### src/rtl/ifx_dig_compute_master.sv
// Requester side of the digital compute interface: feeds samples to the engine, collects results in a FIFO.
// Optional result statistics counter enabled by defining IFX_DIG_CMP_STATS_EN.

module ifx_dig_compute_master #(
    parameter int DWIDTH      = 8,
    parameter int FIFO_DEPTH  = 4,
    parameter int TIMEOUT_CYC = 64
) (
    input  logic              clk_i,
    input  logic              rstn_i,
    input  logic              start_i,
    input  logic [7:0]        num_req_i,
    input  logic [DWIDTH-1:0] smp_data_i,
    input  logic              smp_valid_i,
    output logic              smp_ready_o,
    output logic [DWIDTH-1:0] dut_data_o,
    output logic              dut_req_o,
    input  logic [DWIDTH-1:0] dut_data_i,
    input  logic              dut_valid_i,
    output logic [DWIDTH-1:0] res_data_o,
    output logic              res_valid_o,
    input  logic              res_ready_i,
    output logic              busy_o,
    output logic              done_o,
    output logic              err_timeout_o
`ifdef IFX_DIG_CMP_STATS_EN
    ,
    output logic [15:0]       res_cnt_o
`endif
);

    // state | meaning
    // IDLE  | waiting for start_i
    // LOAD  | waiting for an upstream sample (only while the FIFO has room)
    // REQ   | one-cycle compute request to the engine
    // WAIT  | waiting for engine valid, timeout running
    // DONE  | one-cycle end-of-batch pulse

    typedef enum logic [2:0] {
        ST_IDLE,
        ST_LOAD,
        ST_REQ,
        ST_WAIT,
        ST_DONE
    } state_t;

    localparam int AW = $clog2(FIFO_DEPTH);
    localparam int PW = AW + 1;
    localparam int TW = $clog2(TIMEOUT_CYC);
    localparam logic [TW-1:0] TMO_LOAD = TW'(TIMEOUT_CYC - 1);

    state_t            state_q;
    state_t            state_d;
    logic [7:0]        cnt_q;
    logic [TW-1:0]     tmo_q;
    logic              err_q;
    logic              zdone_q;
    logic [DWIDTH-1:0] dut_data_q;

    logic [DWIDTH-1:0] mem [FIFO_DEPTH];
    logic [PW-1:0]     wr_ptr_q;
    logic [PW-1:0]     rd_ptr_q;
    logic              fifo_full;
    logic              fifo_empty;
    logic              push;
    logic              pop;

    logic              ld_cnt;
    logic              accept;
    logic              set_err;
    logic              clr_err;
    logic              zdone_d;

    assign fifo_empty = (wr_ptr_q == rd_ptr_q);
    assign fifo_full  = (wr_ptr_q[AW] != rd_ptr_q[AW]) &&
                        (wr_ptr_q[AW-1:0] == rd_ptr_q[AW-1:0]);
    assign pop        = !fifo_empty && res_ready_i;

    always_comb begin
        state_d     = state_q;
        smp_ready_o = 1'b0;
        dut_req_o   = 1'b0;
        push        = 1'b0;
        ld_cnt      = 1'b0;
        accept      = 1'b0;
        set_err     = 1'b0;
        clr_err     = 1'b0;
        zdone_d     = 1'b0;
        case (state_q)
            ST_IDLE: begin
                if (start_i) begin
                    clr_err = 1'b1;
                    if (num_req_i != 8'd0) begin
                        ld_cnt  = 1'b1;
                        state_d = ST_LOAD;
                    end else begin
                        zdone_d = 1'b1;
                    end
                end
            end
            ST_LOAD: begin
                smp_ready_o = !fifo_full;
                if (smp_valid_i && !fifo_full) begin
                    accept  = 1'b1;
                    state_d = ST_REQ;
                end
            end
            ST_REQ: begin
                dut_req_o = 1'b1;
                state_d   = ST_WAIT;
            end
            ST_WAIT: begin
                // A valid arriving in the final timeout cycle still wins.
                if (dut_valid_i) begin
                    push    = 1'b1;
                    state_d = (cnt_q == 8'd1) ? ST_DONE : ST_LOAD;
                end else if (tmo_q == '0) begin
                    set_err = 1'b1;
                    state_d = ST_DONE;
                end
            end
            ST_DONE: begin
                state_d = ST_IDLE;
            end
            default: begin
                state_d = ST_IDLE;
            end
        endcase
    end

    assign busy_o        = (state_q != ST_IDLE);
    assign done_o        = (state_q == ST_DONE) || zdone_q;
    assign err_timeout_o = err_q;
    assign dut_data_o    = dut_data_q;
    assign res_valid_o   = !fifo_empty;
    assign res_data_o    = fifo_empty ? '0 : mem[rd_ptr_q[AW-1:0]];

    // rstn_i is active-high despite its name.
    always_ff @(posedge clk_i) begin
        if (rstn_i) begin
            state_q    <= ST_IDLE;
            cnt_q      <= 8'd0;
            tmo_q      <= '0;
            err_q      <= 1'b0;
            zdone_q    <= 1'b0;
            dut_data_q <= '0;
            wr_ptr_q   <= '0;
            rd_ptr_q   <= '0;
        end else begin
            state_q <= state_d;
            zdone_q <= zdone_d;

            if (ld_cnt) begin
                cnt_q <= num_req_i;
            end else if (push) begin
                cnt_q <= cnt_q - 8'd1;
            end

            // Down-counter: remaining WAIT cycles before abort.
            if (state_q == ST_REQ) begin
                tmo_q <= TMO_LOAD;
            end else if (state_q == ST_WAIT && tmo_q != '0) begin
                tmo_q <= tmo_q - TW'(1);
            end

            if (clr_err) begin
                err_q <= 1'b0;
            end else if (set_err) begin
                err_q <= 1'b1;
            end

            if (accept) begin
                dut_data_q <= smp_data_i;
            end

            if (push) begin
                wr_ptr_q <= wr_ptr_q + PW'(1);
            end
            if (pop) begin
                rd_ptr_q <= rd_ptr_q + PW'(1);
            end
        end
    end

    always_ff @(posedge clk_i) begin
        if (push) begin
            mem[wr_ptr_q[AW-1:0]] <= dut_data_i;
        end
    end

`ifdef IFX_DIG_CMP_STATS_EN
    logic [15:0] res_cnt_q;

    always_ff @(posedge clk_i) begin
        if (rstn_i) begin
            res_cnt_q <= 16'd0;
        end else if (push && res_cnt_q != 16'hFFFF) begin
            res_cnt_q <= res_cnt_q + 16'd1;
        end
    end

    assign res_cnt_o = res_cnt_q;
`endif

endmodule

### config.mk
export PLATFORM = sky130hd
export DESIGN_NAME = ifx_dig_compute_master
export DESIGN_NICKNAME = d
export VERILOG_FILES = /design/src/rtl/ifx_dig_compute_master.sv
export SDC_FILE = /design/constraint.sdc
export NUM_CORES = 1
export LEC_CHECK = 0
export CORE_ASPECT_RATIO = 0.7
export CORE_MARGIN = 5
export CORE_UTILIZATION = 43
export CTS_BUF_LIST = sky130_fd_sc_hd__clkbuf_2 sky130_fd_sc_hd__clkbuf_4 sky130_fd_sc_hd__clkbuf_8
export DETAILED_ROUTE_END_ITERATION = 12
export PLACE_DENSITY = 0.67
export RECOVER_POWER = 100
export REMOVE_ABC_BUFFERS = 1
export SLEW_MARGIN = 20
export SYNTH_ARGS = -nofsm -noshare
export SYNTH_HDL_FRONTEND = slang
export SYNTH_SLANG_ARGS = --single-unit
### constraint.sdc
create_clock -name clk_i -period 1.8 [get_ports clk_i]
set_input_delay 0.18 -clock clk_i [delete_from_list [all_inputs] [get_ports clk_i]]
set_output_delay 0.18 -clock clk_i [all_outputs]
set_load 0.01 [all_outputs]
Yosys cells after proc, flatten, opt, wreduce, memory -nomap -nowiden
Memory sizes are Yosys's and may differ from the RTL's. A register that Yosys moved wholly into a read port is not among the register bits.
Index checks and enable logic that the tools add are counted.
{"block": "totals", "reg_bits": 33, "latchBits": 0, "ram_bits": 32, "mem_bits_ro": 0, "mem_count": 1}
{"memory": "mem", "words": 4, "width": 8, "rd": 1, "rd_ports_with_merged_regs": 1, "wr": 1, "line": "60", "rtl": "logic [DWIDTH-1:0] mem [FIFO_DEPTH];"}
{"block": "classes", "add_sub_neg": 4, "n_mul": 0, "div": 0, "order_cmp": 0, "eq_ne": 12, "shift": 0, "muxes": 31, "bitwise": 2, "reduce_logical": 17}
{"operator": "two-way mux 8 bit", "n": 3}
{"operator": "two-way mux 3 bit", "n": 6}
{"operator": "two-way mux 1 bit", "n": 17}
{"operator": "two-way mux 6 bit", "n": 2}
{"operator": "one-hot mux 3 bit (4 select lines)", "n": 1}
{"operator": "== test 8 x 1 -> 1 bit (second input constant)", "n": 1}
{"operator": "nonzero test 8 bit", "n": 1}
{"operator": "subtractor 8 x 1 -> 8 bit (second input constant)", "n": 1}
{"operator": "adder 3 x 1 -> 3 bit (second input constant)", "n": 2}
{"operator": "== test 3 x 2 -> 1 bit (second input constant)", "n": 2}
{"operator": "logical NOT 6 bit", "n": 1}
{"operator": "inequality test 2 bit (second input constant)", "n": 3}
{"operator": "nonzero test 6 bit", "n": 1}
{"operator": "subtractor 6 x 1 -> 6 bit (second input constant)", "n": 1}
{"operator": "logical AND 1 bit", "n": 4}
{"operator": "two-way mux 2 bit", "n": 2}
{"operator": "AND reduction 4 bit", "n": 1}
{"operator": "nonzero test 2 bit", "n": 2}
{"operator": "== test 3 x 1 -> 1 bit (second input constant)", "n": 1}
{"operator": "== test 3 bit", "n": 1}
{"operator": "== test 3 bit (second input constant)", "n": 1}
{"operator": "logical NOT 3 bit", "n": 1}
{"operator": "inequality test 3 bit (second input constant)", "n": 1}
{"operator": "nonzero test 3 bit", "n": 1}
{"operator": "7 further kinds", "n": 9}

Depth between registers and ports, before layout
Gate-level depths: netlist of the first run.
{"block": "depth", "depth_word": 6, "ltp_mapped": 6, "depth_no_buf": 6}

Worst setup path before layout of the first run
Ideal clock, no wire load.
{"block": "synth_path", "path_type": "reg-to-reg", "start": "register state_q[1]", "end": "register cnt_q[4]", "setup_time_ns": 0.133, "t_arrival_ns": 1.445, "t_required_ns": 1.667, "setup_slack_ns": 0.222, "stages_incl_launch_ff": 7, "path_buffers": 2, "period_less_slack_ns": 1.578, "path_cell_list": "dfxtp_1 buf_2 nor4b_4 a21bo_2 buf_2 o311ai_1 a31oi_1"}
{"block": "synth_via", "elab_chain_cells": 3, "word_cells_on_any_way": 6, "classes_between": "eq/ne: 1; mux: 3; reduce/logical: 2"}
{"element": "start: declaration", "line": "52", "rtl": "state_t state_q;"}
{"element": "start signal: assignment", "line": "150", "rtl": "state_q <= state_d;"}
{"element": "== test 3 x 2 -> 1 bit or logical NOT 3 bit (tied branches)", "line": "89", "rtl": "case (state_q)"}
{"element": "two-way mux 1 bit", "line": "89"}
{"element": "nonzero test 2 bit (no line) or two-way mux 8 bit (tied branches)"}
{"element": "end signal: assignment", "line": "154", "rtl": "cnt_q <= num_req_i;"}
{"element": "end signal: assignment", "line": "156", "rtl": "cnt_q <= cnt_q - 8'd1;"}
{"element": "end: declaration", "line": "54", "rtl": "logic [7:0] cnt_q;"}
Parallel ways exist; a longest one is shown, timed or not.
A chain may end at the register's enable or synchronous reset.

==> results by group, run 1 <==
Yosys
  – Synth Area in Adders: 3.822%
  – Async SR Flop Fraction: 0%
  – Synth area leaders: edfxtp_1, dfxtp_1, mux4_2, ha_1, mux2i_1
  – Synth Flop Type: dfxtp_1
  – Xor-xnor portion of the synthesized cell area: 3.270%
  – Cells after Synth: 245
  – Area leader, netlist: edfxtp_1
  – Largest family of logic cells by synthesized area: simple AND/OR/NAND/NOR gates
  – Register bit total from synthesis: 67
  – Synth cell types: 44
  – Sequential area share after synthesis: 56.39%
  – Mean post-synth cell area: 12.03 µm²
  – Post-Syn Area: 2947 µm²
  – Post-synthesis simple-gate area fraction: 14.52%
  – Number of synthesized flops with an enable pin: 32
  – Complex-gate fraction of the synthesized area: 9.639%
  – Top cell type's share of synthesized area: 32.61%
  – Yosys synthesis warning count: 0
  – Count leader, synth: dfxtp_1
  – Multiplexer share of the synthesized area: 9.172%
  – Post-synth top cells: dfxtp_1, edfxtp_1, nor2_1

Floorplan
  – Die footprint: 8635 µm²
  – Cell row count: 25
  – Die X: 108.9 µm
  – Die height: 79.26 µm
  – Initial Util: 44.02%
  – IO Pins: 52
  – Core area: 6694 µm²

Pwr
  – Switching power: 816.0 µW
  – Internal power: 2489 µW
  – Logic gate share of total power: 12.3%
  – Clock power frac: 36.9%
  – Pwr/cell area: 826.9 nW/µm²
  – Leak: 0.001549 µW
  – Seq pwr share: 50.8%
  – Peak supply drop: 0.0004101 V
  – Switch share: 24.69%

Place
  – Setup WS pre-CTS: 0.01972 ns
  – HPWL after DPL: 4.306 mm
  – IO Port Bufs: 51
  – Placement Cell Area: 3764 µm²
  – Placer Congestion: 0.8331

Worst setup path
  – Delay-heaviest family, CP: multiplexers
  – WP data required: 1.62 ns
  – CP Class: reg -> out
  – Buf/Inv on CP: 3
  – Slowest cell on the critical path: mux4_2
  – Setup crit end kind: output port
  – Critical Path AT: 1.65 ns
  – Most used cell, CP: buf_12
  – Worst Path Max Fanout: 5
  – Worst path cell trace: buf_12, buf_12, mux4_2, nor2b_4, buf_6
  – Startpoint types: register
  – CP peak stage delay: 0.49 ns

Layout
  – Nets@finish: 360
  – Antenna cells: 0
  – Finished Cell Area: 3996 µm²
  – Post-layout util: 59.70%
  – Layout cell share with drive strength beyond 1: 21.78%
  – Area occupied by multi-input gates: 1222 µm²
  – Fill cell count: 570
  – Area delta synth->final: 35.63%
  – Register area: 1668 µm²

STA
  – Final worst slack: -0.02658 ns
  – Slew HR: 67.09%
  – Worst Skew: 0.008606 ns
  – Tcrit/Tclk final: 101.5%
  – Final setup vio count: 6
  – Worst-margin pin slew: 0.4875 ns
  – Max Clock Freq: 547.5 MHz
  – RSZ-0062 raised after global routing: yes
  – Setup TNS: -0.1155 ns
  – Hold slack final: 0.4365 ns
  – Slew Limit Fails: 0
  – Final Hold Fails: 0
  – Min cycle time layout: 1.827 ns

Flow run
  – Max-cap viol count: 0

Routing
  – Final ANT Viol Nets: 0
  – Drt total wl: 6.231 mm
  – DR vias/cell: 5.055
  – Via count: 2123
  – Drt pass-1 iters: 4
  – Drt wl/cell: 14.84 µm
  – Post-route DRC violation count: 0
  – First DRT Iteration DRCs: 84

Clocking
  – Clk Latency, worst-skew pair: 0.35 ns
  – CTS tree: done
  – CTS buffer count: 9
  – CTS sink count: 67
  – Hold Buf Count CTS: 0
  – H-tree depth: 3
  – Clock slew at reported path FFs: 0.07 ns
  – Clock Path Buffers: 2
  – Root Buffer Master: clkbuf_8

Global routing
  – First-pass GRT wire length: 10.31 mm
  – M2 GR Usage: 22.61%
  – Initial antenna violation count: 0
  – GRT Util Overall: 15.74%
  – Routing usage on met1: 21.15%
  – Largest net degree at the start of global routing: 35
  – Gr busiest metal: met2
  – Met3 GRT Util: 6.742%
  – Vias in the first global route: 2129
  – GRT overflow: 0

Hold path
  – Hold Crit Class: in -> reg

Outcome
  – Violated checks: negative setup slack
  – Status: finished with violations
final cells by class:
type | count | area share [%]
sequential | 67 | 41.73
clock inverter | 7 | 1.722
inverter | 10 | 0.9393
tap | 94 | 2.943
clock buffer | 9 | 3.100
timing repair buffer | 77 | 18.97
multi-input combinational | 156 | 30.59
through the flow:
stage | total power [µW] | cells
2_1_floorplan | 1907 | 233
4_1_cts | 3346 | 420
5_1_grt | 3457 | 420
3_5_place_dp | 2133 | 398
3_3_place_gp | 2126 | 398
6_report | 3305 | 420
final timing paths:
check | from | to | slack (ns) | cells past startpoint
worst min register to register | cnt_q[1]$_SDFFE_PP0P_ | cnt_q[1]$_SDFFE_PP0P_ | 0.49 | 2
worst max register to register | rd_ptr_q[1]$_SDFFE_PP0P_ | dut_data_o[5]$_SDFFE_PP0P_ | 0.02 | 6
worst max-delay path | register | res_data_o[4] | -0.03 | 5
worst min-delay path | num_req_i[2] | cnt_q[2]$_SDFFE_PP0P_ | 0.44 | 3
what timing repair did:
action,CTS,global route
hold endpoints to repair,0,0
pin swaps,1,0
gates cloned,0,0
resized for setup,41,16
endpoints found under the setup margin,13,10
setup buffers,6,0
per-layer routing:
layer / share of wire [%] / vias to the layer above
li1: - / 1058
met4: 1.2 / 0
met5: 0 / -
met2: 45 / 40
met1: 48 / 1016
met3: 5.6 / 9
cells in the final DEF (no fill, tap or decap), drive strengths merged, types with 8 or more instances in the layout:
cell type,synthesis,final
a31oi,9,9
mux4,8,8
inv,10,10
buf,8,28
nor2,19,19
edfxtp,32,32
dfxtp,35,35
nand2,13,13
mux2i,9,9
dlygate4sd3,0,17
clkdlybuf4s50,0,22
ha,9,9
a21oi,10,10
clkbuf,4,15
xor2,8,8
nor2b,8,8
cell families (layout without fill, tap and decap cells):
logic type / count (synthesis) / in the layout
AND/OR/NAND/NOR: 78 / 78
flip-flops: 67 / 67
AO/OA/AOI/OAI: 41 / 41
buffers and inverters: 22 / 103
multiplexers: 17 / 17
XOR/XNOR: 11 / 11
adder cells (fa/ha/maj): 9 / 9
state kept, by name, indices dropped and copies added, names as in the netlist, named ones only:
signal	cells
cnt_q	8
dut_data_o	8
err_timeout_o	1
mem	32
rd_ptr_q	3
state_q	3
tmo_q	6
wr_ptr_q	3
zdone_q	1
worst min-delay path: stages:
cell and delay (ns):
clkdlybuf4s50_1 0.42, nand2_1 0.07, a31oi_1 0.06
power by group through the flow:
stage	clock [µW]	combinational [µW]	sequential (µW)
global placement	0	416	1710
detailed placement	0	422	1710
finish	1220	407	1680
global route	1320	450	1680
CTS	1240	424	1680
floorplan	0	193	1710
(Power assumes the default switching activity.)
==> inputs of run 2 (changes only) <==
--- a/config.mk
+++ b/config.mk
@@ -7,10 +7,10 @@
 export LEC_CHECK = 0
 export CORE_ASPECT_RATIO = 0.7
 export CORE_MARGIN = 5
-export CORE_UTILIZATION = 43
+export CORE_UTILIZATION = 54
 export CTS_BUF_LIST = sky130_fd_sc_hd__clkbuf_2 sky130_fd_sc_hd__clkbuf_4 sky130_fd_sc_hd__clkbuf_8
 export DETAILED_ROUTE_END_ITERATION = 12
-export PLACE_DENSITY = 0.67
+export PLACE_DENSITY = 0.82
 export RECOVER_POWER = 100
 export REMOVE_ABC_BUFFERS = 1
 export SLEW_MARGIN = 20
==> run 2 against run 1 <==
  * The run still ends with negative setup slack left
  * Clock skew fell by 0.0031 ns
  * Power rose by 3.8%
  * Clock-buffer cell count rose by 2
  * Clock power rose by 9.8%
  * Critical path depth did not move
  * Final cell count fell by 4.0%
==> results by group, run 2 (same netlist as run 1, synthesis figures left out) <==
Routing
  – First DRT Iteration DRCs: 100 (+19%)
  – Post-route DRC violation count: 0 (unchanged)
  – Via count: 2199 (+3.6%)
  – Drt wl/cell: 16.39 µm (+11%)
  – Drt pass-1 iters: 4 (unchanged)
  – Final ANT Viol Nets: 0 (unchanged)
  – DR vias/cell: 5.457 (+7.9%)
  – Drt total wl: 6.607 mm (+6.0%)

Floorplan
  – Die X: 98.29 µm (-9.8%)
  – Initial Util: 56.04% (+12 points)
  – Core area: 5258 µm² (-21%)
  – IO Pins: 52 (unchanged)
  – Die height: 71.81 µm (-9.4%)
  – Die footprint: 7058 µm² (-18%)
  – Cell row count: 22 (-12%)

STA
  – Final setup vio count: 5 (-1)
  – Final worst slack: -0.04125 ns (-0.01467 ns)
  – Slew Limit Fails: 0 (unchanged)
  – Slew HR: 69.47% (+2.4 points)
  – Worst-margin pin slew: 0.4523 ns (-0.03518 ns)
  – Min cycle time layout: 1.841 ns (+0.01467 ns)
  – Worst Skew: 0.005480 ns (-0.003127 ns)
  – Setup TNS: -0.09753 ns (+0.01802 ns)
  – Final Hold Fails: 0 (unchanged)
  – Tcrit/Tclk final: 102.3% (+0.82 points)
  – RSZ-0062 raised after global routing: yes
  – Max Clock Freq: 543.1 MHz (-0.80%)

Clocking
  – Clock Path Buffers: 2 (unchanged)
  – Hold Buf Count CTS: 0 (unchanged)
  – Clock slew at reported path FFs: 0.07 ns (about the same)
  – Clk Latency, worst-skew pair: 0.33 ns (-0.02 ns)
  – CTS buffer count: 9 (unchanged)
  – H-tree depth: 3 (unchanged)
  – CTS tree: done
  – Root Buffer Master: clkbuf_8
  – CTS sink count: 67 (unchanged)

Layout
  – Register area: 1679 µm² (+0.68%)
  – Max reg flops: 32 (unchanged)
  – Area occupied by multi-input gates: 1249 µm² (+2.1%)
  – Area delta synth->final: 37.32%
  – Finished Cell Area: 4046 µm² (+1.3%)
  – Fill cell count: 331 (-42%)
  – Commonest non-fill, non-tap cells in the layout: edfxtp_1, dfxtp_1, clkdlybuf4s50_1
  – Antenna cells: 0 (unchanged)
  – Layout cell share with drive strength beyond 1: 24.17% (+2.4 points)
  – Commonest non-fill, non-tap cell in the layout: edfxtp_1
  – Nets@finish: 365 (+1.4%)

Global routing
  – GRT Util Overall: 19.40% (+3.7 points)
  – Largest net degree at the start of global routing: 35 (unchanged)
  – Vias in the first global route: 2232 (+4.8%)
  – Initial antenna violation count: 0 (unchanged)
  – First-pass GRT wire length: 10.68 mm (+3.6%)
  – GRT overflow: 0 (unchanged)

Pwr
  – Leak: 0.001594 µW (+2.9%)
  – Peak supply drop: 0.0006096 V (+49%)
  – Pwr/cell area: 848.0 nW/µm² (+2.5%)

Worst setup path
  – Startpoint types: register
  – CP Class: reg -> out
  – Worst Path Max Fanout: 4 (-1)
  – Setup crit end kind: output port
  – WP data required: 1.62 ns (about the same)
  – Critical Path AT: 1.66 ns (about the same)

Place
  – IO Port Bufs: 51 (unchanged)
  – HPWL after DPL: 4.545 mm (+5.6%)
  – Placement Cell Area: 3729 µm² (-0.93%)
  – Placer Congestion: 0.8530 (+2.4%)

Outcome
  – Status: finished with violations
  – Violated checks: negative setup slack

Hold path
  – Hold Crit Class: in -> reg

Flow run
  – Max-cap viol count: 0 (unchanged)
==> run 2: worst paths after layout <==
path	startpoint	endpoint	slack (ns)	cells after the start
worst min register to register	err_timeout_o$_SDFFE_PP0P_	err_timeout_o$_SDFFE_PP0P_	0.50	2
worst max-delay path	register	res_data_o[2]	-0.04	5
worst min-delay path	smp_data_i[3]	dut_data_o[3]$_SDFFE_PP0P_	0.45	3
worst max register to register	state_q[0]$_SDFFE_PP0P_	wr_ptr_q[2]$_SDFFE_PP0P_	0.07	7
==> run 2: where the power goes <==
part / internal, µW / leakage, µW / total (µW) / switching, µW
clock network: 806 / 0.000112 / 1340 / 530
logic: 216 / 0.000905 / 420 / 204
registers: 1640 / 0.000577 / 1680 / 38.3
==> run 2: final cells by class <==
cell class,count,share of cell area [%]
well taps,72,2.226
clock buffers,11,3.432
repair buffers,82,19.14
flip-flops and latches,67,41.50
multi-input cells,156,30.86
inverters,10,0.9276
clock inverters,5,1.917
==> run 2: routing by layer <==
layer / GRT usage (%) / vias to the layer above / share of wire [%]
met1: 24.02 / 1063 / 44
met5: 0 / - / 0
met4: 6.364 / 0 / 1.4
met3: 7.490 / 9 / 5.7
li1: - / 1076 / -
met2: 31.54 / 51 / 49
==> run 2: through the flow <==
step	power, µW	instances	utilization (%)	setup WS, ns	hold slack (ns)
2_1_floorplan	1907	233	-	-0.7650	0.2491
3_3_place_gp	2126	380	70.92	0.05694	0.4547
3_5_place_dp	2140	380	70.92	0.02569	0.4760
4_1_cts	3471	401	76.04	-0.04728	0.4373
5_1_grt	3585	403	76.96	-0.09364	0.4642
6_report	3431	403	76.96	-0.04125	0.4516
==> run 2: worst max-delay path: stages, from the launching register on <==
cell and delay (ns):
dfxtp_2 0.35, buf_6 0.12, buf_6 0.09, mux4_2 0.49, nor2b_1 0.14, buf_2 0.13
==> run 2: what timing repair did <==
| action | in CTS | in global routing |
|---|---|---|
| pin swaps | 0 | 2 |
| endpoints found under the setup margin | 12 | 9 |
| buffers inserted | 5 | 2 |
| resized for setup | 51 | 18 |
| hold endpoints to repair | 0 | 0 |
